<file path="config.mk">
export PLATFORM = sky130hd
export DESIGN_NAME = xpar_arb
export DESIGN_NICKNAME = d
export VERILOG_FILES = /design/src/rtl/xpar_arb_pkg.sv /design/src/rtl/xpar_rr_pick.sv /design/src/rtl/xpar_arb.sv
export SDC_FILE = /design/constraint.sdc
export NUM_CORES = 1
export LEC_CHECK = 0
export CORE_MARGIN = 10
export CORE_UTILIZATION = 30
export DETAILED_ROUTE_END_ITERATION = 10
export MAX_ROUTING_LAYER = met4
export PLACE_DENSITY = 0.68
export SKIP_CTS_REPAIR_TIMING = 1
export SLEW_MARGIN = 30
export SYNTH_ARGS = -nofsm -noshare
export SYNTH_HDL_FRONTEND = slang
export SYNTH_HIERARCHICAL = 1
export SYNTH_SLANG_ARGS = --single-unit
</file>
<file path="constraint.sdc">
create_clock -name clk -period 4 [get_ports clk]
set_input_delay 0.4 -clock clk [delete_from_list [all_inputs] [get_ports clk]]
set_output_delay 0.4 -clock clk [all_outputs]
set_load 0.01 [all_outputs]
</file>
<file path="src/rtl/xpar_arb_pkg.sv">
// Shared constants for the xpar_arb parallel-bus arbiter: state encodings,
// parameter defaults and the pointer wrap helper.
package xpar_arb_pkg;

    localparam logic [1:0] ST_IDLE  = 2'd0;
    localparam logic [1:0] ST_ISSUE = 2'd1;
    localparam logic [1:0] ST_WAIT  = 2'd2;

    localparam int XPAR_NREQ_DEF     = 4;
    localparam int XPAR_RD_LAT_DEF   = 1;
    localparam int XPAR_LOCK_MAX_DEF = 4;

    // Wide enough for a read latency of up to 4 cycles.
    localparam int LAT_W = 3;

    function automatic int wrap_inc(input int idx, input int n);
        if (idx >= n - 1) begin
            return 0;
        end else begin
            return idx + 1;
        end
    endfunction

endpackage

</file>
<file path="src/rtl/xpar_rr_pick.sv">
// Round-robin pick: rotate req so the pointer sits at bit 0, take the lowest
// set bit, then rotate the result back to a requester index.
module xpar_rr_pick
    import xpar_arb_pkg::*;
#(
    parameter int NREQ  = XPAR_NREQ_DEF,
    parameter int IDX_W = $clog2(NREQ)
) (
    input  logic [NREQ-1:0]  req_i,
    input  logic [IDX_W-1:0] ptr_i,
    output logic [NREQ-1:0]  win_oh_o,
    output logic [IDX_W-1:0] win_idx_o,
    output logic             any_o
);

    logic [NREQ-1:0]  rot_s;
    logic [IDX_W-1:0] enc_s;
    logic             found_s;

    // Rotate right by the pointer, wrapping around NREQ.
    always_comb begin
        rot_s = '0;
        for (int i = 0; i < NREQ; i++) begin
            rot_s[i] = req_i[IDX_W'((int'(ptr_i) + i) % NREQ)];
        end
    end

    // Priority-encode the lowest set bit; descending scan lets the lowest win.
    always_comb begin
        enc_s   = '0;
        found_s = 1'b0;
        for (int i = NREQ - 1; i >= 0; i--) begin
            enc_s   = rot_s[i] ? IDX_W'(i) : enc_s;
            found_s = found_s | rot_s[i];
        end
    end

    // Rotate the encoded position back into requester numbering.
    always_comb begin
        win_idx_o           = IDX_W'((int'(ptr_i) + int'(enc_s)) % NREQ);
        win_oh_o            = '0;
        win_oh_o[win_idx_o] = found_s;
        any_o               = found_s;
    end

endmodule

</file>
<file path="src/rtl/xpar_arb.sv">
// Round-robin arbiter sharing one single-ported slave among NREQ requesters.
// Optional grant locking is enabled with `define XPAR_ARB_LOCK_EN.
module xpar_arb
    import xpar_arb_pkg::*;
#(
    parameter int NREQ     = XPAR_NREQ_DEF,
    parameter int DATA_W   = 32,
    parameter int ADDR_W   = 10,
    parameter int RD_LAT   = XPAR_RD_LAT_DEF,
    parameter int LOCK_MAX = XPAR_LOCK_MAX_DEF
) (
    input  logic                   clk,
    input  logic                   rst,
    input  logic [NREQ-1:0]        req,
    input  logic [NREQ-1:0]        we,
    input  logic [NREQ*ADDR_W-1:0] addr,
    input  logic [NREQ*DATA_W-1:0] wdata,
    input  logic [NREQ-1:0]        lock,
    output logic [NREQ-1:0]        gnt,
    output logic [NREQ-1:0]        rvalid,
    output logic [DATA_W-1:0]      rdata,
    output logic                   mem_en,
    output logic                   mem_we,
    output logic [ADDR_W-1:0]      mem_addr,
    output logic [DATA_W-1:0]      mem_wdata,
    input  logic [DATA_W-1:0]      mem_rdata
);

    localparam int IDX_W = $clog2(NREQ);

    logic [1:0]        state_q, state_d;
    logic [IDX_W-1:0]  ptr_q, ptr_d;
    logic [IDX_W-1:0]  win_q, win_d;
    logic [NREQ-1:0]   win_oh_q, win_oh_d;
    logic [NREQ-1:0]   gnt_q, gnt_d;
    logic [NREQ-1:0]   rvalid_q, rvalid_d;
    logic [DATA_W-1:0] rdata_q, rdata_d;
    logic              mem_en_q, mem_en_d;
    logic              mem_we_q, mem_we_d;
    logic [ADDR_W-1:0] mem_addr_q, mem_addr_d;
    logic [DATA_W-1:0] mem_wdata_q, mem_wdata_d;
    logic [LAT_W-1:0]  lat_q, lat_d;

    logic [NREQ-1:0]   pick_oh_s;
    logic [IDX_W-1:0]  pick_idx_s;
    logic              pick_any_s;
    logic              lock_hit_s;
    logic [IDX_W-1:0]  sel_idx_s;
    logic [NREQ-1:0]   sel_oh_s;
    logic              sel_we_s;
    logic [ADDR_W-1:0] sel_addr_s;
    logic [DATA_W-1:0] sel_wdata_s;

    xpar_rr_pick #(
        .NREQ  (NREQ),
        .IDX_W (IDX_W)
    ) u_pick (
        .req_i     (req),
        .ptr_i     (ptr_q),
        .win_oh_o  (pick_oh_s),
        .win_idx_o (pick_idx_s),
        .any_o     (pick_any_s)
    );

`ifdef XPAR_ARB_LOCK_EN
    localparam int LCNT_W = $clog2(LOCK_MAX + 1);

    logic [LCNT_W-1:0] lock_cnt_q, lock_cnt_d;
    logic              locked_q, locked_d;
    logic              last_vld_q, last_vld_d;

    // The opening unlocked grant counts toward the run, so a run is LOCK_MAX grants long.
    assign lock_hit_s = last_vld_q & req[win_q] & lock[win_q] &
                        (lock_cnt_q < LCNT_W'(LOCK_MAX - 1));
`else
    logic unused_lock_s;

    assign unused_lock_s = (^lock) ^ (LOCK_MAX == 0);
    assign lock_hit_s    = 1'b0;
`endif

    // Winner selection and AND-OR mux of the winner's access fields.
    always_comb begin
        sel_idx_s   = lock_hit_s ? win_q : pick_idx_s;
        sel_oh_s    = lock_hit_s ? win_oh_q : pick_oh_s;
        sel_we_s    = |(we & sel_oh_s);
        sel_addr_s  = '0;
        sel_wdata_s = '0;
        for (int i = 0; i < NREQ; i++) begin
            sel_addr_s  = sel_addr_s  | (addr[i*ADDR_W +: ADDR_W]  & {ADDR_W{sel_oh_s[i]}});
            sel_wdata_s = sel_wdata_s | (wdata[i*DATA_W +: DATA_W] & {DATA_W{sel_oh_s[i]}});
        end
    end

    // Next-state and output logic of the IDLE/ISSUE/WAIT sequencer.
    always_comb begin
        state_d     = state_q;
        ptr_d       = ptr_q;
        win_d       = win_q;
        win_oh_d    = win_oh_q;
        gnt_d       = '0;
        rvalid_d    = '0;
        rdata_d     = rdata_q;
        mem_en_d    = 1'b0;
        mem_we_d    = 1'b0;
        mem_addr_d  = '0;
        mem_wdata_d = '0;
        lat_d       = lat_q;
`ifdef XPAR_ARB_LOCK_EN
        lock_cnt_d  = lock_cnt_q;
        locked_d    = locked_q;
        last_vld_d  = last_vld_q;
`endif
        case (state_q)
            ST_IDLE: begin
                if (pick_any_s) begin
                    state_d     = ST_ISSUE;
                    win_d       = sel_idx_s;
                    win_oh_d    = sel_oh_s;
                    gnt_d       = sel_oh_s;
                    mem_en_d    = 1'b1;
                    mem_we_d    = sel_we_s;
                    mem_addr_d  = sel_addr_s;
                    mem_wdata_d = sel_wdata_s;
`ifdef XPAR_ARB_LOCK_EN
                    locked_d    = lock_hit_s;
                    lock_cnt_d  = lock_hit_s ? lock_cnt_q + LCNT_W'(1) : '0;
`endif
                end else begin
                    state_d = ST_IDLE;
                end
            end
            ST_ISSUE: begin
`ifdef XPAR_ARB_LOCK_EN
                ptr_d      = locked_q ? ptr_q : IDX_W'(wrap_inc(int'(win_q), NREQ));
                last_vld_d = 1'b1;
`else
                ptr_d = IDX_W'(wrap_inc(int'(win_q), NREQ));
`endif
                if (mem_we_q) begin
                    state_d = ST_IDLE;
                end else begin
                    state_d = ST_WAIT;
                    lat_d   = LAT_W'(RD_LAT);
                end
            end
            ST_WAIT: begin
                if (lat_q == LAT_W'(1)) begin
                    state_d  = ST_IDLE;
                    rvalid_d = win_oh_q;
                    rdata_d  = mem_rdata;
                end else begin
                    lat_d = lat_q - LAT_W'(1);
                end
            end
            default: begin
                state_d = ST_IDLE;
            end
        endcase
    end

    // State and registered outputs; reset abandons any transaction in flight.
    always_ff @(posedge clk or posedge rst) begin
        if (rst) begin
            state_q     <= ST_IDLE;
            ptr_q       <= '0;
            win_q       <= '0;
            win_oh_q    <= '0;
            gnt_q       <= '0;
            rvalid_q    <= '0;
            rdata_q     <= '0;
            mem_en_q    <= 1'b0;
            mem_we_q    <= 1'b0;
            mem_addr_q  <= '0;
            mem_wdata_q <= '0;
            lat_q       <= '0;
        end else begin
            state_q     <= state_d;
            ptr_q       <= ptr_d;
            win_q       <= win_d;
            win_oh_q    <= win_oh_d;
            gnt_q       <= gnt_d;
            rvalid_q    <= rvalid_d;
            rdata_q     <= rdata_d;
            mem_en_q    <= mem_en_d;
            mem_we_q    <= mem_we_d;
            mem_addr_q  <= mem_addr_d;
            mem_wdata_q <= mem_wdata_d;
            lat_q       <= lat_d;
        end
    end

`ifdef XPAR_ARB_LOCK_EN
    // Lock run bookkeeping.
    always_ff @(posedge clk or posedge rst) begin
        if (rst) begin
            lock_cnt_q <= '0;
            locked_q   <= 1'b0;
            last_vld_q <= 1'b0;
        end else begin
            lock_cnt_q <= lock_cnt_d;
            locked_q   <= locked_d;
            last_vld_q <= last_vld_d;
        end
    end
`endif

    assign gnt       = gnt_q;
    assign rvalid    = rvalid_q;
    assign rdata     = rdata_q;
    assign mem_en    = mem_en_q;
    assign mem_we    = mem_we_q;
    assign mem_addr  = mem_addr_q;
    assign mem_wdata = mem_wdata_q;

endmodule

</file>
==> key figures <==
Die
  – FP Rows: 44
  – Io pins: 298
  – DIE WIDTH: 143 um
  – Starting Density: 30.8%
  – Core ar.: 14600 um2
  – Die Height: 143 um
  – Die area: 20400 um2

Synthesis
  – Ys async rst share: 100%
  – Synth area leaders: dfrtp_1, a22oi_1, mux2_4, a21oi_1, mux2_2
  – Yosys warns: 6
  – Flops & latches, synth: 97
  – Syn Inst Count: 372
  – Post-Syn Nets: 590
  – Share of the synthesized area in the top cell type: 53.8%
  – Top FF cell, synth: dfrtp_1
  – Most frequent cell after synthesis: dfrtp_1
  – EDFF count, synth: 0
  – Cell taking the most area after synthesis: dfrtp_1
  – Sequential area share after synthesis: 53.8%
  – Avg Inst Size Synth: 12.1 um2
  – Synthesized cell area: 4520 um2
  – Commonest cells in the netlist: dfrtp_1, a22oi_1, a21oi_1, mux2_4, clkbuf_1
  – Distinct cell type count after synthesis: 39

Critical path
  – Endpoint class of the critical path: flop
  – Critical path class: input port to flop
  – CP arrival: 3.30 ns
  – Peak fanout along the critical path: 35
  – WP data required: 4.27 ns
  – Startpoint Class: input port

CTS
  – CTS Buffer Depth: 2
  – # clock sinks: 97
  – Num CTS Buffers: 9
  – CTS clock-pin slew for the worst setup and hold paths: 0.07 ns
  – H-tree levels: 3
  – Root Buffer: clkbuf_16
  – TritonCTS clock tree: done
  – Clock Latency Late Sink: 0.35 ns

Timing
  – Tmin final: 3.03 ns
  – Final slew viol count: 0
  – Setup TNS: 0 ns
  – Tightest Pin Transition: 0.756 ns
  – Crit share post-route: 75.7%
  – Hold slack: 0.478 ns
  – Hold Fails Final Rpt: 0
  – Fmax: 330 MHz
  – Final setup fails: 0
  – RSZ-0062 raised after global routing: no
  – Skew final: 0.00731 ns
  – Worst slew margin: 49.6%

Outcome
  – Status: finished, final reports clean

Routing
  – Routed len/inst: 21.5 um
  – WL final: 18100 um
  – Routed Antenna Nets: 0
  – Vias: 4225
  – Vias per cell: 5.02
  – Residual DRC count: 0
  – Initial DRC Count: 213
  – Pre-antenna DRT Iters: 5

Finish
  – Synth-to-layout area growth: 75.9%
  – Nets: 869
  – Fraction of layout cells with a size suffix above 1: 10.7%
  – Area of the multi-input gates: 1910 um2
  – Reg area: 2430 um2
  – Fillers: 1270

Global routing
  – Largest net degree at the start of global routing: 85
  – Initial antenna violation count: 1
  – Grt total ovfl: 0
  – Vias in the first global route: 4779
  – First-pass GRT wire length: 26700 um
  – Total track usage: 17.5%

Worst hold path
  – Hold/Removal Path Class: flop to flop

Place
  – Port-buffer cells: 293
  – Final HPWL DP: 14200 um
  – Gpl congestion: 0.792

Power
  – Worst vdd ir: 0.000628 V
  – Pwr/cell area: 791 nW/um2
  – Static leakage: 3.23 nW

Flow run
  – Number of max-cap violations: 0
-- registers in the layout (all words and copies together) (netlist names) --
register,flops
mem_wdata,32
rdata,32
mem_addr,10
gnt,4
rvalid,4
win_oh_q,4
lat_q,3
ptr_q,2
state_q,2
win_q,2
mem_en,1
mem_we,1
-- critical path: stages --
cell and delay [ns]:
clkdlybuf4s50_1 0.64, nor3_1 0.12, a311oi_1 0.27, o21ai_0 0.16, ha_1 0.24, xnor2_1 0.27, nand2_1 0.20, mux2i_4 0.18
buf_4 0.40, a22oi_1 0.22, a21oi_1 0.17
-- cells by family after synthesis --
kind of cell | after synthesis | share of synthesized area [%]
flops | 97 | 53.8
xor+xnor | 3 | 0.582
fa+ha+maj | 4 | 1.11
compound gates | 149 | 22.5
simple gates | 38 | 4.82
mux | 40 | 12.0
buf+inv | 41 | 5.21
-- layout by cell type (no fill, tap or decap), types with 3 or more instances in the layout --
master / n
a21o_1: 4
a21oi_1: 45
a22oi_1: 86
and2_1: 8
buf_12: 3
buf_4: 5
clkbuf_16: 9
clkdlybuf4s50_1: 293
dfrtp_1: 97
ha_1: 4
inv_1: 7
mux2_2: 9
mux2_4: 26
mux2i_4: 4
nand2_1: 7
nand2b_1: 3
nor2_1: 7
o21ai_0: 4
-- worst paths after layout --
| path | cells after the start | to | slack, ns | startpoint |
|---|---|---|---|---|
| worst max-delay path | 11 | mem_wdata[26] | 0.97 | req[2] |
| worst min-delay path | 1 | win_oh_q[0] | 0.48 | win_oh_q[0] |
| worst max register to register | 10 | mem_wdata[26] | 1.15 | ptr_q[0] |
| worst min register to register | 1 | win_oh_q[0] | 0.48 | win_oh_q[0] |
| max in group asynchronous | 3 | rdata[0] | 2.75 | rst |
| min in group asynchronous | 2 | rdata[2] | 0.58 | rst |
-- power by group --
part	total (mW)	switching [mW]	internal, mW	leakage (nW)
clock network	0.889	0.398	0.492	0.144
registers	1.57	0.196	1.37	1.23
logic	3.82	1.91	1.91	1.85
-- cell type report --
type,count,area share (%)
diodes,1,0.0315
clock buffers,9,2.84
clock inverters,7,0.993
inverters,8,0.441
multi-input cells,234,24.1
flip-flops and latches,97,30.6
well taps,184,2.90
repair buffers,301,38.2
-- metal layers --
metal  track usage, %  part of all wire (%)
met3             7.13                    10
met2             28.6                    50
met4             5.16                   1.0
met5                -                     0
met1             19.5                    39
-- metrics by stage --
stage / total power, mW / utilization (%) / cell area [um2] / cells / setup WS (ns)
global route: 6.72 / 54.2 / 7940 / 841 / 0.804
floorplan: 3.84 / - / 4520 / 372 / 1.07
finish: 6.28 / 54.2 / 7940 / 841 / 0.973
CTS: 6.38 / 54.2 / 7940 / 840 / 0.989
detailed placement: 5.47 / 52.1 / 7630 / 824 / 0.624
global placement: 5.37 / 52.1 / 7630 / 824 / 0.747
Note: power is estimated with default switching activity, not from simulation.
